File: config.mk
export PLATFORM = sky130hd
export DESIGN_NAME = serial_addsub_ctrl_flat
export DESIGN_NICKNAME = d
export VERILOG_FILES = /design/src/rtl/serial_addsub_ctrl_pkg.sv /design/src/rtl/serial_addsub_ctrl_if.sv /design/src/rtl/serial_addsub_ctrl_fa.sv /design/src/rtl/serial_addsub_ctrl.sv /design/src/flat_wrapper.sv
export SDC_FILE = /design/constraint.sdc
export NUM_CORES = 1
export LEC_CHECK = 0
export CAP_MARGIN = 15
export CORE_UTILIZATION = 55
export DETAILED_ROUTE_END_ITERATION = 12
export MAX_ROUTING_LAYER = met4
export PLACE_DENSITY = 0.81
export SETUP_SLACK_MARGIN = 0.1
export SYNTH_ARGS = -nofsm -noshare
export SYNTH_HDL_FRONTEND = slang
export SYNTH_SLANG_ARGS = --single-unit
File: constraint.sdc
create_clock -name clk -period 2 [get_ports clk]
set_clock_uncertainty 0.05 [all_clocks]
set_input_delay 0.5 -clock clk [delete_from_list [all_inputs] [get_ports clk]]
set_output_delay 0.5 -clock clk [all_outputs]
set_load 0.005 [all_outputs]
File: src/rtl/serial_addsub_ctrl_pkg.sv
// Shared constants for the bit-serial adder/subtractor controller.
// Contents:
//   ST_IDLE, ST_SHIFT, ST_DONE : FSM state encodings (2-bit, legacy-compatible)
//   MODE_ADD, MODE_SUB         : operation select values for the mode input
package serial_addsub_ctrl_pkg;

    localparam logic [1:0] ST_IDLE  = 2'd0;
    localparam logic [1:0] ST_SHIFT = 2'd1;
    localparam logic [1:0] ST_DONE  = 2'd2;

    localparam logic MODE_ADD = 1'b0;
    localparam logic MODE_SUB = 1'b1;

endpackage

File: src/rtl/serial_addsub_ctrl_if.sv
// Request/result bus between a requester and the bit-serial add/sub controller.
// Signals:
//   start    requester -> ctrl  request, looked at only while the controller is idle
//   mode     requester -> ctrl  0 = add, 1 = subtract (A-B)
//   a, b     requester -> ctrl  operands, WIDTH bits
//   busy     ctrl -> requester  high while bits are being processed
//   done     ctrl -> requester  one-cycle pulse, result/cout/overflow valid
//   result   ctrl -> requester  sum or difference, held until the next operation ends
//   cout     ctrl -> requester  final carry (subtract: 1 = no borrow)
//   overflow ctrl -> requester  signed overflow flag
// Modports: master = requester side, slave = controller side.
interface serial_addsub_ctrl_if #(
    parameter int WIDTH = 8
) ();
    import serial_addsub_ctrl_pkg::*;

    logic             start;
    logic             mode;
    logic [WIDTH-1:0] a;
    logic [WIDTH-1:0] b;
    logic             busy;
    logic             done;
    logic [WIDTH-1:0] result;
    logic             cout;
    logic             overflow;

    modport master (
        output start, mode, a, b,
        input  busy, done, result, cout, overflow
    );

    modport slave (
        input  start, mode, a, b,
        output busy, done, result, cout, overflow
    );

endinterface

File: src/rtl/serial_addsub_ctrl_fa.sv
// 1-bit full-adder cell shared by the serial controller.
// Ports:
//   a, b, cin  in   operand bits and carry in
//   sum        out  a ^ b ^ cin
//   carry      out  majority(a, b, cin)
module serial_addsub_ctrl_fa
    import serial_addsub_ctrl_pkg::*;
(
    input  logic a,
    input  logic b,
    input  logic cin,
    output logic sum,
    output logic carry
);

    assign sum   = a ^ b ^ cin;
    assign carry = (a & b) | (a & cin) | (b & cin);

endmodule

File: src/rtl/serial_addsub_ctrl.sv
// Bit-serial adder/subtractor controller. One shared full-adder cell is stepped
// over WIDTH cycles, LSB first, to form A+B or A-B (two's complement, A + ~B + 1).
// Ports:
//   clk   in  rising-edge clock
//   rst   in  synchronous active-high reset; aborts any operation, no done pulse
//   bus   slave side of serial_addsub_ctrl_if (start/mode/a/b in,
//         busy/done/result/cout/overflow out, all outputs registered)
// Timing: start accepted at edge N -> done high in the cycle after edge N+WIDTH+1;
// start-to-start throughput is WIDTH+2 cycles.
module serial_addsub_ctrl
    import serial_addsub_ctrl_pkg::*;
#(
    parameter int WIDTH = 8
) (
    input  logic                 clk,
    input  logic                 rst,
    serial_addsub_ctrl_if.slave  bus
);

    localparam int CNT_W = (WIDTH > 2) ? $clog2(WIDTH) : 1;

    logic [1:0]       state;
    logic [WIDTH-1:0] op_a;
    logic [WIDTH-1:0] op_b;
    logic [WIDTH-1:0] sum_sr;
    logic             carry;
    logic             cmsb;
    logic [CNT_W-1:0] cnt;
    logic             fa_sum;
    logic             fa_carry;
    logic             last_bit;

    serial_addsub_ctrl_fa u_fa (
        .a     (op_a[0]),
        .b     (op_b[0]),
        .cin   (carry),
        .sum   (fa_sum),
        .carry (fa_carry)
    );

    assign last_bit = (cnt == CNT_W'(WIDTH - 1));

    always_ff @(posedge clk) begin
        if (rst) begin
            state        <= ST_IDLE;
            op_a         <= '0;
            op_b         <= '0;
            sum_sr       <= '0;
            carry        <= 1'b0;
            cmsb         <= 1'b0;
            cnt          <= '0;
            bus.busy     <= 1'b0;
            bus.done     <= 1'b0;
            bus.result   <= '0;
            bus.cout     <= 1'b0;
            bus.overflow <= 1'b0;
        end else begin
            bus.done <= 1'b0;
            case (state)
                ST_IDLE: begin
                    if (bus.start) begin
                        op_a     <= bus.a;
                        // Subtraction: invert B here and seed the carry with 1.
                        op_b     <= (bus.mode == MODE_SUB) ? ~bus.b : bus.b;
                        carry    <= bus.mode;
                        cnt      <= '0;
                        bus.busy <= 1'b1;
                        state    <= ST_SHIFT;
                    end
                end
                ST_SHIFT: begin
                    // Sum bits enter from the MSB side so the LSB ends at bit 0.
                    sum_sr <= {fa_sum, sum_sr[WIDTH-1:1]};
                    carry  <= fa_carry;
                    op_a   <= op_a >> 1;
                    op_b   <= op_b >> 1;
                    cnt    <= cnt + 1'b1;
                    if (last_bit) begin
                        // Carry entering the MSB position, needed for signed overflow.
                        cmsb     <= carry;
                        bus.busy <= 1'b0;
                        state    <= ST_DONE;
                    end
                end
                ST_DONE: begin
                    bus.result   <= sum_sr;
                    bus.cout     <= carry;
                    bus.overflow <= cmsb ^ carry;
                    bus.done     <= 1'b1;
                    state        <= ST_IDLE;
                end
                default: begin
                    // Illegal encodings recover to idle, never to DONE.
                    bus.busy <= 1'b0;
                    state    <= ST_IDLE;
                end
            endcase
        end
    end

endmodule

File: src/flat_wrapper.sv
// flat-port wrapper written by rule: the top's interface ports become plain ports
module serial_addsub_ctrl_flat import serial_addsub_ctrl_pkg::*;
#(
    parameter int WIDTH = 8
)
  (clk, rst, bus_start, bus_mode, bus_a, bus_b, bus_busy, bus_done, bus_result, bus_cout, bus_overflow);
  serial_addsub_ctrl_if #(.WIDTH(WIDTH)) bus_i ();
  input  logic clk;
  input  logic rst;
  input wire logic [$bits(bus_i.start)-1:0] bus_start;
  input wire logic [$bits(bus_i.mode)-1:0] bus_mode;
  input wire logic [$bits(bus_i.a)-1:0] bus_a;
  input wire logic [$bits(bus_i.b)-1:0] bus_b;
  output wire logic [$bits(bus_i.busy)-1:0] bus_busy;
  output wire logic [$bits(bus_i.done)-1:0] bus_done;
  output wire logic [$bits(bus_i.result)-1:0] bus_result;
  output wire logic [$bits(bus_i.cout)-1:0] bus_cout;
  output wire logic [$bits(bus_i.overflow)-1:0] bus_overflow;
  assign bus_i.start = bus_start;
  assign bus_i.mode = bus_mode;
  assign bus_i.a = bus_a;
  assign bus_i.b = bus_b;
  assign bus_busy = bus_i.busy;
  assign bus_done = bus_i.done;
  assign bus_result = bus_i.result;
  assign bus_cout = bus_i.cout;
  assign bus_overflow = bus_i.overflow;
  serial_addsub_ctrl #(.WIDTH(WIDTH)) u_core (.clk(clk), .rst(rst), .bus(bus_i));
endmodule
==> Word level (Yosys, flattened, before mapping) <==
Index checks and enable logic that the tools add are counted.
{ "op_classes": {"addsub": 1, "eq_ne": 5, "muxes": 16, "bitwise": 10, "n_reduce_logical": 6} }
{ "ops": {"columns": ["cell", "n"], "rows": [
  ["8-bit one-hot mux with 2 select lines", 2],
  ["8-bit 2-to-1 mux", 3],
  ["8-bit NOT", 1],
  ["3-bit one-hot mux with 2 select lines", 1],
  ["2-bit AND reduction", 3],
  ["1-bit 2-to-1 mux", 4],
  ["2-bit 2-to-1 mux", 2],
  ["2-bit one-hot mux with 2 select lines", 1],
  ["3-bit by 1-bit adder with 3-bit output (second input constant)", 1],
  ["1-bit AND", 3],
  ["3-bit equality test (second input constant)", 1],
  ["3-bit 2-to-1 mux", 1],
  ["1-bit one-hot mux with 3 select lines", 1],
  ["3-bit AND reduction", 1],
  ["1-bit bitwise XOR", 3],
  ["2-bit by 1-bit equality test with 1-bit output (second input constant)", 1],
  ["2-bit equality test (second input constant)", 1],
  ["2-bit zero test", 1],
  ["2-bit by 1-bit != test with 1-bit output (second input constant)", 1],
  ["2-bit != test (second input constant)", 1],
  ["1-bit bitwise OR", 2],
  ["1-bit one-hot mux with 2 select lines", 1],
  ["2-bit nonzero test", 1],
  ["1-bit NOT", 1]
]} }
{ "word_totals": {"reg_bits": 43, "in_bits": 20, "out_inout_bits": 12, "word_cells": 50} }

==> Logic depth before layout (Yosys ltp) <==
{ "depth": {"ltp_word": 4, "depth_mapped": 6, "depth_no_buf": 5} }

==> Modules after synthesis <==
From an unflattened synthesis, not the netlist that was laid out.
{ "unflattened": {"cells_unflattened": 210, "area_unflattened_um2": 1871.8} }
{ "by_module_without_submodules": {"columns": ["module", "n_inst", "cells_per_inst", "area_each_um2", "seq_area_each_um2"], "rows": [
  ["serial_addsub_ctrl", 1, 209, 1851.8, 860.8],
  ["serial_addsub_ctrl_fa", 1, 1, 20.0, 0.0]
]} }

==> Worst setup path before layout <==
Ideal clock, no wire load.
{ "synth_path": {"path_kind": "in2reg", "startpoint": "in bus_mode", "endpoint": "reg u_core.carry", "setup_ns": 0.132, "arrival_time_ns": 1.210, "required_ns": 1.818, "slack_ns": 0.608, "cell_stages": 4, "path_buffers": 1, "cell_sequence": "buf_2 or3b_1 a21oi_1 nor3_1"} }
{ "synth_between": {"elab_chain_len": 2} }
{ "synth_lines": {"columns": ["item", "line", "text"], "rows": [
  ["from (decl)", "flat_wrapper.sv:11", "input wire logic [$bits(bus_i.mode)-1:0] bus_mode;"],
  ["1-bit 2-to-1 mux", "serial_addsub_ctrl.sv:61", "if (bus.start) begin"],
  ["1-bit one-hot mux with 2 select lines", "serial_addsub_ctrl.sv:59", "case (state)"],
  ["to (signal assigned)", "serial_addsub_ctrl.sv:65", "carry <= bus.mode;"],
  ["to (signal assigned)", "serial_addsub_ctrl.sv:74", "carry <= fa_carry;"],
  ["to (decl)", "serial_addsub_ctrl.sv:26", "logic carry;"]
]} }
Every way passes these cells. The select of a mux whose other input is x is not followed.
A chain may end at the register's enable or synchronous reset.

==> Worst setup path in the final report <==
{ "layout_path": {"startpoint": "reg u_core.bus.busy", "endpoint": "out bus_busy"} }
{ "layout_lines": {"columns": ["item", "line", "text"], "rows": [
  ["from (decl)", "serial_addsub_ctrl_if.sv:34", "output busy, done, result, cout, overflow"],
  ["from (signal assigned)", "serial_addsub_ctrl.sv:52", "bus.busy <= 1'b0;"],
  ["from (signal assigned)", "serial_addsub_ctrl.sv:67", "bus.busy <= 1'b1;"],
  ["from (signal assigned)", "serial_addsub_ctrl.sv:81", "bus.busy <= 1'b0;"],
  ["to (decl)", "flat_wrapper.sv:14", "output wire logic [$bits(bus_i.busy)-1:0] bus_busy;"]
]} }
No word-level cell between the ends.

==> results by group <==
Outcome
  • Status: complete, no violations

STA
  • Max Slew Vio Count: 0
  • Post-layout min period: 1.78 ns
  • Setup TNS: 0 ns
  • Unrepaired setup endpoints after global routing: no
  • Final Setup Violations: 0
  • Final hold vios: 0
  • Hold slack: 0.411 ns
  • Measured slew at the worst slew-check pin: approximately 0.42 ns
  • Setup ws final: 0.216 ns
  • Worst slew margin: 71.7%
  • Maximum clock frequency: 0.561 GHz
  • Final cycle utilization of the critical path: 89.2%

Layout
  • Commonest non-fill, non-tap cells in the layout: 43 x dfxtp_1, 35 x nand2_1, 31 x clkdlybuf4s50_1, 19 x a21oi_1, 16 x nor2_1
  • Fill count: ~270
  • Design area: 0.00219 mm2
  • Synthesis-to-layout area growth: 21.5%
  • Diodes inserted: 0
  • Layout cells sized above 1: between 8 and 9%
  • Fin nets: 247
  • Commonest non-fill, non-tap cell in the layout: dfxtp_1

Power
  • Switching Fraction: a little under a quarter
  • NetSw: 402 uW
  • Clock power frac: about 34%
  • Sequential power share: 54.4%
  • Total power: between 1500 and 2000 uW
  • Max IR drop VDD: slightly above 0.5 mV
  • Leakage power: 0.000781 uW
  • Combinational fraction of design power: between 10% and 20%
  • Internal power: 1300 uW
  • Power per standard cell area: 775 mW/mm2

Synthesis
  • Post-synthesis mux area share: 3.88%
  • Flops & latches, synth: 43
  • Synthesized area: roughly 0.0018 mm2
  • Syn nets: 219
  • Mapped Cells: between 150 and 200
  • Synth unique cells: 29
  • Adder-cell share of the synthesized area: 2.49%
  • Post-Synth XOR/XNOR Area: roughly 4.4%
  • Synth Area in Simple Gates: 16.9%
  • Compound-Gate Fraction of Synth Area: a little under a fifth
  • Sequential share of the synthesized area: 47.6%
  • Largest family of logic cells by synthesized area: compound AO/OA/AOI/OAI gates
  • Synthesis warning total: 0
  • Syn Area/Cell: 9.22 um2

Routing
  • Via count: 1417
  • DRC Markers: 0
  • Via density: approximately 5.3
  • Drt wl/cell: 12.2 um
  • Number of routed nets with antenna violations: 0
  • DRT iter0 DRCs: 44
  • Drt total wl: 3280 um
  • DRT Pass-1 Iters: 4

Floorplanning
  • Rows: 20
  • Initial Util: 58.7%
  • Die outline width: 59.3 um
  • Core Region: 0.00308 mm2
  • Chip height: 59.3 um
  • Die area: 0.00352 mm2
  • Io pins: 32

Global route
  • GRT Total Usage: between 20% and 30%
  • Number of global-route vias before repair: 1303
  • First-pass GRT wire length: 5440 um
  • Total grt overflow: 0
  • Pin count of the biggest net entering global routing: 24
  • Initial antenna violation count: 0

Clock tree
  • CTS buffer count: 5
  • CTS root buf: clkbuf_4
  • Clk sinks: 43
  • Max Root-Sink Buffers: 2
  • Hold Buf Count CTS: 0
  • Reg clk slew, reported paths: 0.12 ns
  • CTS tree: done
  • PostCTS Resize Cnt: 0
  • Htree depth: 2
  • Setup Buffers After CTS: 0
  • Clk_lat worst skew: 0.36 ns

Setup path
  • Crit path required time: 1.45 ns
  • Bufs and invs on worst path: 1
  • Worst-path cell chain: clkdlybuf4s50_1
  • Worst path arrival time: 1.23 ns
  • CP max stage cell: clkdlybuf4s50_1
  • Reg2Reg Setup Slack: 0.49 ns
  • Worst Reg-to-Reg Cells: 3
  • Reg-to-Reg End: u_core.op_b[5]$_SDFFE_PP0P_
  • Crit-path max FO: 3
  • Worst setup path class: register to output port
  • CP endpoint kind: output port
  • Max incr delay on CP: a little over 0.5 ns
  • CP top delay family: buffers and inverters
  • Startpoint Class: register
  • Worst flop-to-flop path startpoint: u_core.state[0]$_SDFFE_PP0P_

Place
  • RePlAce Congestion: 0.792
  • Place WS: roughly 0.17 ns
  • Number of port buffers: 31
  • Cell Area, Placed: 0.00211 mm2
  • Hpwl dp: 2450 um

Min path
  • Hold/Removal Path Class: register to register
  • Worst Hold Depth: 2
  • Worst hold path endpoint: u_core.bus.result[6]$_SDFFE_PP0P_
  • Hold Crit Start: u_core.bus.result[6]$_SDFFE_PP0P_

Job
  • Max Cap Violations: 0
[cells by family (layout without fill, tap and decap cells)]
kind of cell | Yosys count | after routing
AND/OR/NAND/NOR | 66 | 66
AO/OA/AOI/OAI | 51 | 51
flip-flops | 43 | 43
buffers and inverters | 17 | 46
XOR/XNOR | 9 | 9
multiplexers | 7 | 7
adder cells (fa/ha/maj) | 3 | 3
[cells in the mapped netlist]
cell type	instances	area, um2
nor3_1	1	5.00
clkbuf_1	5	18.8
a22oi_1	11	82.6
buf_1	1	3.75
dfxtp_1	43	861
a21oi_1	19	95.1
xnor2_1	8	70.1
buf_4	3	22.5
ha_1	2	25.0
a21oi_2	1	8.76
buf_2	3	15.0
a211oi_1	10	75.1
nor2b_4	1	13.8
nand2_1	35	131
buf_6	5	56.3
nor3b_2	1	12.5
o21ba_1	1	10.0
nor2_1	16	60.1
xor2_1	1	8.76
or3b_1	1	8.76
nor2b_1	1	6.26
o21bai_1	1	7.51
nand3_2	1	10.0
mux2i_1	7	70.1
nand2b_1	8	50.1
a21o_1	1	7.51
nand3b_1	1	7.51
o22ai_1	7	43.8
fa_1	1	20.0
[registers in the layout, summed over array words and instances (netlist names)]
name                 flops
u_core.bus.done          1
u_core.bus.overflow      1
u_core.cmsb              1
u_core.state             2
u_core.bus.result        8
u_core.carry             1
u_core.op_b              8
u_core.bus.cout          1
u_core.cnt               3
u_core.bus.busy          1
u_core.sum_sr            8
u_core.op_a              8
[layout make-up]
| class | instances | area [um2] | area share (%) |
|---|---|---|---|
| clock buffers | 6 | 51.3 | 2.34 |
| clock inverters | 2 | 35.0 | 1.60 |
| repair buffers | 38 | 363 | 16.5 |
| multi-input cells | 136 | 830 | 37.8 |
| well taps | 44 | 55.1 | 2.51 |
| flip-flops and latches | 43 | 861 | 39.2 |
[worst max-delay path by stage]
| stage | from | to | slack [ns] | cells after the start |
|---|---|---|---|---|
| floorplan | bus_mode | u_core.carry$_SDFFE_PP0P_ | 0.61 | 4 |
| global placement | bus_start | u_core.carry$_SDFFE_PP0P_ | 0.24 | 4 |
| detailed placement | bus_start | u_core.op_b[5]$_SDFFE_PP0P_ | 0.17 | 4 |
| CTS | u_core.bus.busy$_SDFFE_PP0P_ | bus_busy | 0.19 | 1 |
| global route | u_core.bus.busy$_SDFFE_PP0P_ | bus_busy | 0.17 | 1 |
| finish | u_core.bus.busy$_SDFFE_PP0P_ | bus_busy | 0.22 | 1 |
[routing by layer]
layer | GRT usage (%) | vias to the layer above | routed length (um)
li1 | - | 726 | -
met1 | 22.4 | 655 | 1440
met2 | 38.0 | 33 | 1670
met3 | 5.90 | 3 | 142
met4 | 6.80 | 0 | 32
met5 | - | - | 0
[power by group through the flow]
| stage | logic, uW | clock network, uW | registers (uW) |
|---|---|---|---|
| after floorplan | 152 | 0 | 934 |
| after global placement | 194 | 0 | 942 |
| after detailed placement | 202 | 0 | 944 |
| after CTS | 203 | 582 | 925 |
| after global routing | 222 | 614 | 931 |
| final | 202 | 574 | 925 |
[worst min-delay path: cells and delay by family (launching register included)]
family | cells | cell delay, ns
flops | 1 | 0.33
compound gates | 1 | 0.05
simple gates | 1 | 0.05
[per-stage QoR]
stage / instances / util (%)
after floorplan: 196 / -
after global placement: 261 / 68.5
after detailed placement: 261 / 68.5
after CTS: 269 / 71.3
after global routing: 269 / 71.3
final: 269 / 71.3
Power figures use the tool's default switching activity.
